[src/rtl/clk_meas_pkg.sv]
// Shared types and helpers for the clock period meter.
// Optional feature macro used by the meter: CLK_METER_DUTY_MEAS_EN.
package clk_meas_pkg;

    typedef enum logic [1:0] {
        IDLE    = 2'd0,
        MEASURE = 2'd1,
        TIMEOUT = 2'd2
    } meas_state_t;

    // All-ones value for a counter of the given width.
    function automatic logic [31:0] cnt_max(input int unsigned width);
        logic [32:0] one_sh;
        one_sh = 33'd1 << width;
        return 32'(one_sh - 33'd1);
    endfunction

endpackage

[src/rtl/sync_edge_det.sv]
// Synchronizer for the measured signal plus rise/fall pulse generation.
// CLK_METER_DUTY_MEAS_EN adds the level and fall outputs for high-time logic.
module sync_edge_det #(
    parameter int SYNC_STAGES = 2
) (
    input  logic clk_in,
    input  logic reset,
    input  logic sig_in,
`ifdef CLK_METER_DUTY_MEAS_EN
    output logic s,
    output logic fall,
`endif
    output logic rise
);

    logic [SYNC_STAGES-1:0] sync_q;
    logic [SYNC_STAGES-1:0] sync_d;
    logic                   s_dly_q;
    logic                   s_dly_d;
    logic                   s_w;

    assign s_w = sync_q[SYNC_STAGES-1];

    // Shift chain input and one-cycle delayed copy of the synced level
    always_comb begin
        sync_d  = {sync_q[SYNC_STAGES-2:0], sig_in};
        s_dly_d = s_w;
    end

    // Synchronizer and delay flops
    always_ff @(posedge clk_in) begin
        if (reset) begin
            sync_q  <= '0;
            s_dly_q <= 1'b0;
        end else begin
            sync_q  <= sync_d;
            s_dly_q <= s_dly_d;
        end
    end

    assign rise = s_w & ~s_dly_q;

`ifdef CLK_METER_DUTY_MEAS_EN
    assign s    = s_w;
    assign fall = ~s_w & s_dly_q;
`endif

endmodule

[src/rtl/clk_period_meter.sv]
// Measures period and high time of a slow signal in clk_in cycles.
// CLK_METER_DUTY_MEAS_EN enables high-time measurement and its use in lock.
module clk_period_meter
    import clk_meas_pkg::*;
#(
    parameter int CNT_W       = 16,
    parameter int LOCK_CNT    = 4,
    parameter int SYNC_STAGES = 2
) (
    input  logic             clk_in,
    input  logic             reset,
    input  logic             sig_in,
    output logic [CNT_W-1:0] period,
    output logic [CNT_W-1:0] high_time,
    output logic             meas_valid,
    output logic             locked,
    output logic             timeout
);

    localparam logic [CNT_W-1:0] CMAX = CNT_W'(cnt_max(CNT_W));
    localparam int               MW   = $clog2(LOCK_CNT + 1);
    localparam logic [MW-1:0]    LOCK_V = MW'(LOCK_CNT);

    meas_state_t      state_q, state_d;
    logic [CNT_W-1:0] cnt_q, cnt_d;
    logic [CNT_W-1:0] period_q, period_d;
    logic [CNT_W-1:0] high_q, high_d;
    logic             mv_q, mv_d;
    logic             locked_q, locked_d;
    logic             timeout_q, timeout_d;
    logic [MW-1:0]    match_q, match_d;
    logic [CNT_W-1:0] hlat_w;
    logic             same_meas;
    logic             rise;

`ifdef CLK_METER_DUTY_MEAS_EN
    logic             s;
    logic             fall;
    logic [CNT_W-1:0] hcnt_q, hcnt_d;
    logic [CNT_W-1:0] hlat_q, hlat_d;

    sync_edge_det #(
        .SYNC_STAGES(SYNC_STAGES)
    ) u_sync (
        .clk_in(clk_in),
        .reset (reset),
        .sig_in(sig_in),
        .s     (s),
        .fall  (fall),
        .rise  (rise)
    );

    // High-time counter restarts on rise; latched when the signal falls
    always_comb begin
        hcnt_d = hcnt_q;
        hlat_d = hlat_q;
        if (rise) begin
            hcnt_d = CNT_W'(1);
        end else if (s && hcnt_q != CMAX) begin
            hcnt_d = hcnt_q + CNT_W'(1);
        end
        if (fall) begin
            hlat_d = hcnt_q;
        end
    end

    // High-time counter and latch registers
    always_ff @(posedge clk_in) begin
        if (reset) begin
            hcnt_q <= '0;
            hlat_q <= '0;
        end else begin
            hcnt_q <= hcnt_d;
            hlat_q <= hlat_d;
        end
    end

    assign hlat_w    = hlat_q;
    assign same_meas = (cnt_q == period_q) && (hlat_q == high_q);
    assign high_time = high_q;
`else
    sync_edge_det #(
        .SYNC_STAGES(SYNC_STAGES)
    ) u_sync (
        .clk_in(clk_in),
        .reset (reset),
        .sig_in(sig_in),
        .rise  (rise)
    );

    assign hlat_w    = '0;
    assign same_meas = (cnt_q == period_q);
    assign high_time = '0;
`endif

    // Period counter: restarts on rise, saturates while measuring
    always_comb begin
        cnt_d = cnt_q;
        if (rise) begin
            cnt_d = CNT_W'(1);
        end else if (state_q == MEASURE && cnt_q != CMAX) begin
            cnt_d = cnt_q + CNT_W'(1);
        end
    end

    // Next state, measurement update, lock tracking and timeout
    always_comb begin
        state_d   = state_q;
        period_d  = period_q;
        high_d    = high_q;
        mv_d      = 1'b0;
        locked_d  = locked_q;
        timeout_d = timeout_q;
        match_d   = match_q;
        unique case (state_q)
            IDLE: begin
                if (rise) begin
                    state_d = MEASURE;
                end
            end
            MEASURE: begin
                if (rise) begin
                    period_d = cnt_q;
                    high_d   = hlat_w;
                    mv_d     = 1'b1;
                    if (match_q == '0 || !same_meas) begin
                        match_d = MW'(1);
                    end else if (match_q != LOCK_V) begin
                        match_d = match_q + MW'(1);
                    end
                    locked_d = (match_d == LOCK_V);
                end else if (cnt_q == CMAX) begin
                    state_d   = TIMEOUT;
                    timeout_d = 1'b1;
                    locked_d  = 1'b0;
                    match_d   = '0;
                end
            end
            TIMEOUT: begin
                if (rise) begin
                    state_d   = MEASURE;
                    timeout_d = 1'b0;
                end
            end
            default: begin
                state_d = IDLE;
            end
        endcase
    end

    // State, counter and output registers
    always_ff @(posedge clk_in) begin
        if (reset) begin
            state_q   <= IDLE;
            cnt_q     <= '0;
            period_q  <= '0;
            high_q    <= '0;
            mv_q      <= 1'b0;
            locked_q  <= 1'b0;
            timeout_q <= 1'b0;
            match_q   <= '0;
        end else begin
            state_q   <= state_d;
            cnt_q     <= cnt_d;
            period_q  <= period_d;
            high_q    <= high_d;
            mv_q      <= mv_d;
            locked_q  <= locked_d;
            timeout_q <= timeout_d;
            match_q   <= match_d;
        end
    end

    assign period     = period_q;
    assign meas_valid = mv_q;
    assign locked     = locked_q;
    assign timeout    = timeout_q;

endmodule

[config.mk]
export PLATFORM = sky130hd
export DESIGN_NAME = clk_period_meter
export DESIGN_NICKNAME = d
export VERILOG_FILES = /design/src/rtl/clk_meas_pkg.sv /design/src/rtl/sync_edge_det.sv /design/src/rtl/clk_period_meter.sv
export SDC_FILE = /design/constraint.sdc
export NUM_CORES = 1
export LEC_CHECK = 0
export CORE_MARGIN = 4
export CORE_UTILIZATION = 47
export CTS_CLUSTER_DIAMETER = 120
export DETAILED_ROUTE_END_ITERATION = 10
export PLACE_DENSITY = 0.75
export SYNTH_ARGS = -nofsm -noshare
export SYNTH_HDL_FRONTEND = slang
export SYNTH_HIERARCHICAL = 1
export SYNTH_SLANG_ARGS = --single-unit
[constraint.sdc]
create_clock -name clk_in -period 1.8 [get_ports clk_in]
set_clock_uncertainty 0.1 [all_clocks]
set_input_delay 0.54 -clock clk_in [delete_from_list [all_inputs] [get_ports clk_in]]
set_output_delay 0.54 -clock clk_in [all_outputs]
set_load 0.005 [all_outputs]
==> out/results.ini <==
[routing]
route.met3.wl_um=229
wl_met1_um=2030
highest_layer=met4
via_per_inst=5.47
drt-initial-drc-count=76
avgRoutedWirePerCell_um=13.6
antenna_left=0
num_vias=1903
dr_wl_met2_um=2290
dr.pass1.iters=4
routed_wl_um=4730
drc=0

[place]
port_buffers=21
hpwl_um=3350
dp.cells=337
place_congestion=0.878
dpl_cell_area_um2=2510

[synthesis]
dominantRegCellSynth=dfxtp_1
syn_inst=256
ys_ff_latch=43
ys_seq_area_share_pct=39.1
yosysWarnings=6
synthArstFlopShare_pct=0
ys_types=42
synth_area_um2=2200
synth_edf_count=0
syn_area_per_cell_um2=8.61

[floorplan]
initial_core_util_pct=49.6
die-height_um=76.5
rows=24
core-area_um2=4440
io_pins=38
dieArea_um2=5850
die_w_um=76.5

[clock_network]
cts_made_buffers=5
root_buffer=clkbuf_8
cts.sinks=43
cts.path.max_buffers=2
worstSkewPairLatency_ns=0.30
cts_tree=done
htreeDepth=2
clkSlewWorstSetupHoldPaths_ns=0.08

[critical_path]
worstPathRequired_ns=1.16
path_class=flip-flop to output pin
worstReg2RegEnd=match_q[2]
crit_chain=clkdlybuf4s50_1
start_kind=flip-flop
path_delay_family=buffers and inverters
cp-end-kind=output pin
path_buf_inv=1
r2r_start=cnt_q[11]
critical_path_peak_fanout=3
r2r_slack_ns=0.03
r2r_cells=5
max_stage_delay_ns=0.49
cp.arrival_ns=1.13
slowest_stage=clkdlybuf4s50_1

[power_and_ir_drop]
p_switching_uw=379
pwr-share-comb_pct=3.9
vdd_drop_max_uv=434
power.share.sequential_pct=50.2
p_leak_uw=0.00139
power.density_nw_per_um2=694
pwr-share-clk_pct=45.9
internal_power_uw=1540
p_sw_share_pct=19.7

[min_path]
min_path_cells=1
min-delay-start=u_sync/sync_q[0]
min_to=u_sync/sync_q[1]
min_path_type=flip-flop to flip-flop

[global_route]
first_global_vias=1782
gr-total-overflow=0
grt_max_degree=17
antenna_found_initial=0
grt_pass1_wl_um=7990
track_usage_pct=16.6

[timing]
report.final.slew_viol_count=0
rsz0062_at_grt=true
hold_viol=0
final-setup-viol-count=0
fmax_ghz=0.564
fin_crit_sh_pct=98.5
tns_ns=0
fin_crit_ns=1.77
holdWs_ns=0.349

[run_status]
status=finished, final reports clean

[layout]
drive_gt1_share_pct=25.3
finalNonFillerCells=348
diodes=0
area.growth.synth_to_final_pct=25.3
num-nets-final=301
design_area_um2=2760

[flow_run]
max-cap-violations=0

-- worst max path at each step --
stage,startpoint,to,slack [ns],cells after the start
floorplan,cnt_q[0],locked,0.05,5
global placement,reset,cnt_q[14],-0.04,3
detailed placement,reset,cnt_q[14],-0.06,3
CTS,period[5],period[5],0.0007,1
global route,cnt_q[8],match_q[2],-0.05,6
finish,period[15],period[15],0.03,1
-- sequential cells by signal, summed over array words and instances, names as in the netlist --
name and flops:
cnt_q 16, locked 1, match_q 3, meas_valid 1, period 16, state_q 2, timeout 1, u_sync/s_dly_q 1
u_sync/sync_q 2
-- power by group through the flow --
| stage | sequential (µW) | combinational, µW | clock [µW] |
|---|---|---|---|
| final | 963 | 74.2 | 881 |
| after global routing | 964 | 81.1 | 947 |
| after CTS | 962 | 71.3 | 900 |
| after detailed placement | 985 | 70.8 | 0 |
| after global placement | 985 | 69.6 | 0 |
| after floorplan | 986 | 69.9 | 0 |
-- synth_stat cells (2+ instances only) --
library cell  count  share of area [%]
o21ai_0           2               0.45
nand2_1          36                6.1
and2_1            2               0.57
nor2b_1           7                2.0
nor2_1           17                2.9
buf_2             5                1.1
nand4_1           6                1.7
a31oi_1           3               0.85
ha_1              3                1.7
a22o_1            2               0.80
buf_4            18                6.1
nor3b_1           5                1.7
nor4_1            5                1.4
nor4_4            2                1.9
xor2_1           20                8.0
xnor2_1           6                2.4
nor3_1            8                1.8
nand3_1           6                1.4
inv_1             6                1.0
and3_1            2               0.57
dfxtp_1          43                 39
a21oi_1          23                5.2
clkbuf_1          5               0.85
and4_1            3                1.2
or2_2             2               0.57
nand2b_1          2               0.57
nand4_2           2                1.1
-- per-layer routing --
layer | track usage [%] | vias up
li1 | - | 921
met1 | 19.3 | 903
met2 | 28.4 | 61
met3 | 4.26 | 18
met4 | 7.79 | 0
met5 | 0 | -
-- area by class of cell --
cell class / count / area, µm²
flip-flops and latches: 43 / 891
inverters: 6 / 22.5
repair buffers: 45 / 412
fillers: 379 / 1680
multi-input cells: 194 / 1240
well taps: 52 / 65.1
clock inverters: 2 / 60.1
clock buffers: 6 / 72.6
-- kinds of logic (layout without fill, tap and decap cells) --
group / after synthesis / after routing / synth area share [%]
flops: 43 / 43 / 39.1
other cells: 1 / 16 / 0.170
buf+inv: 34 / 59 / 9.14
mux: 1 / 1 / 0.454
simple gates: 111 / 111 / 28.8
compound gates: 37 / 37 / 10.3
fa+ha+maj: 3 / 3 / 1.70
xor+xnor: 26 / 26 / 10.3
-- cell usage in the layout, fill, tap and decap left out, types with 3 or more instances in the layout --
cell type,instances
a21oi_1,23
a31oi_1,3
and4_1,3
buf_4,23
clkbuf_8,5
clkdlybuf4s50_1,5
conb_1,16
dfxtp_1,19
dfxtp_2,24
dlygate4sd2_1,6
dlymetal6s2s_1,10
inv_1,6
nand2_1,36
nand3_1,5
nand4_1,6
nor2_1,17
nor2b_1,6
nor3_1,6
nor3b_1,4
nor4_1,4
xnor2_1,6
xor2_1,20
-- timing repair --
item / 4_1_cts / 5_1_grt
setup endpoints to repair: 21 / 23
pin swaps: 0 / 4
setup buffers: 2 / 1
gates resized for setup: 25 / 25
hold buffers: 0 / 0
-- metrics by stage --
| stage | utilization, % | power, µW | worst slack (ns) |
|---|---|---|---|
| finish | 62.1 | 1920 | 0.0275 |
| global route | 62.1 | 1990 | -0.0540 |
| CTS | 60.2 | 1930 | 0.000680 |
| detailed placement | 56.6 | 1060 | -0.0637 |
| global placement | 56.6 | 1050 | -0.0442 |
| floorplan | - | 1060 | 0.0496 |
Note: power is estimated with default switching activity, not from simulation.
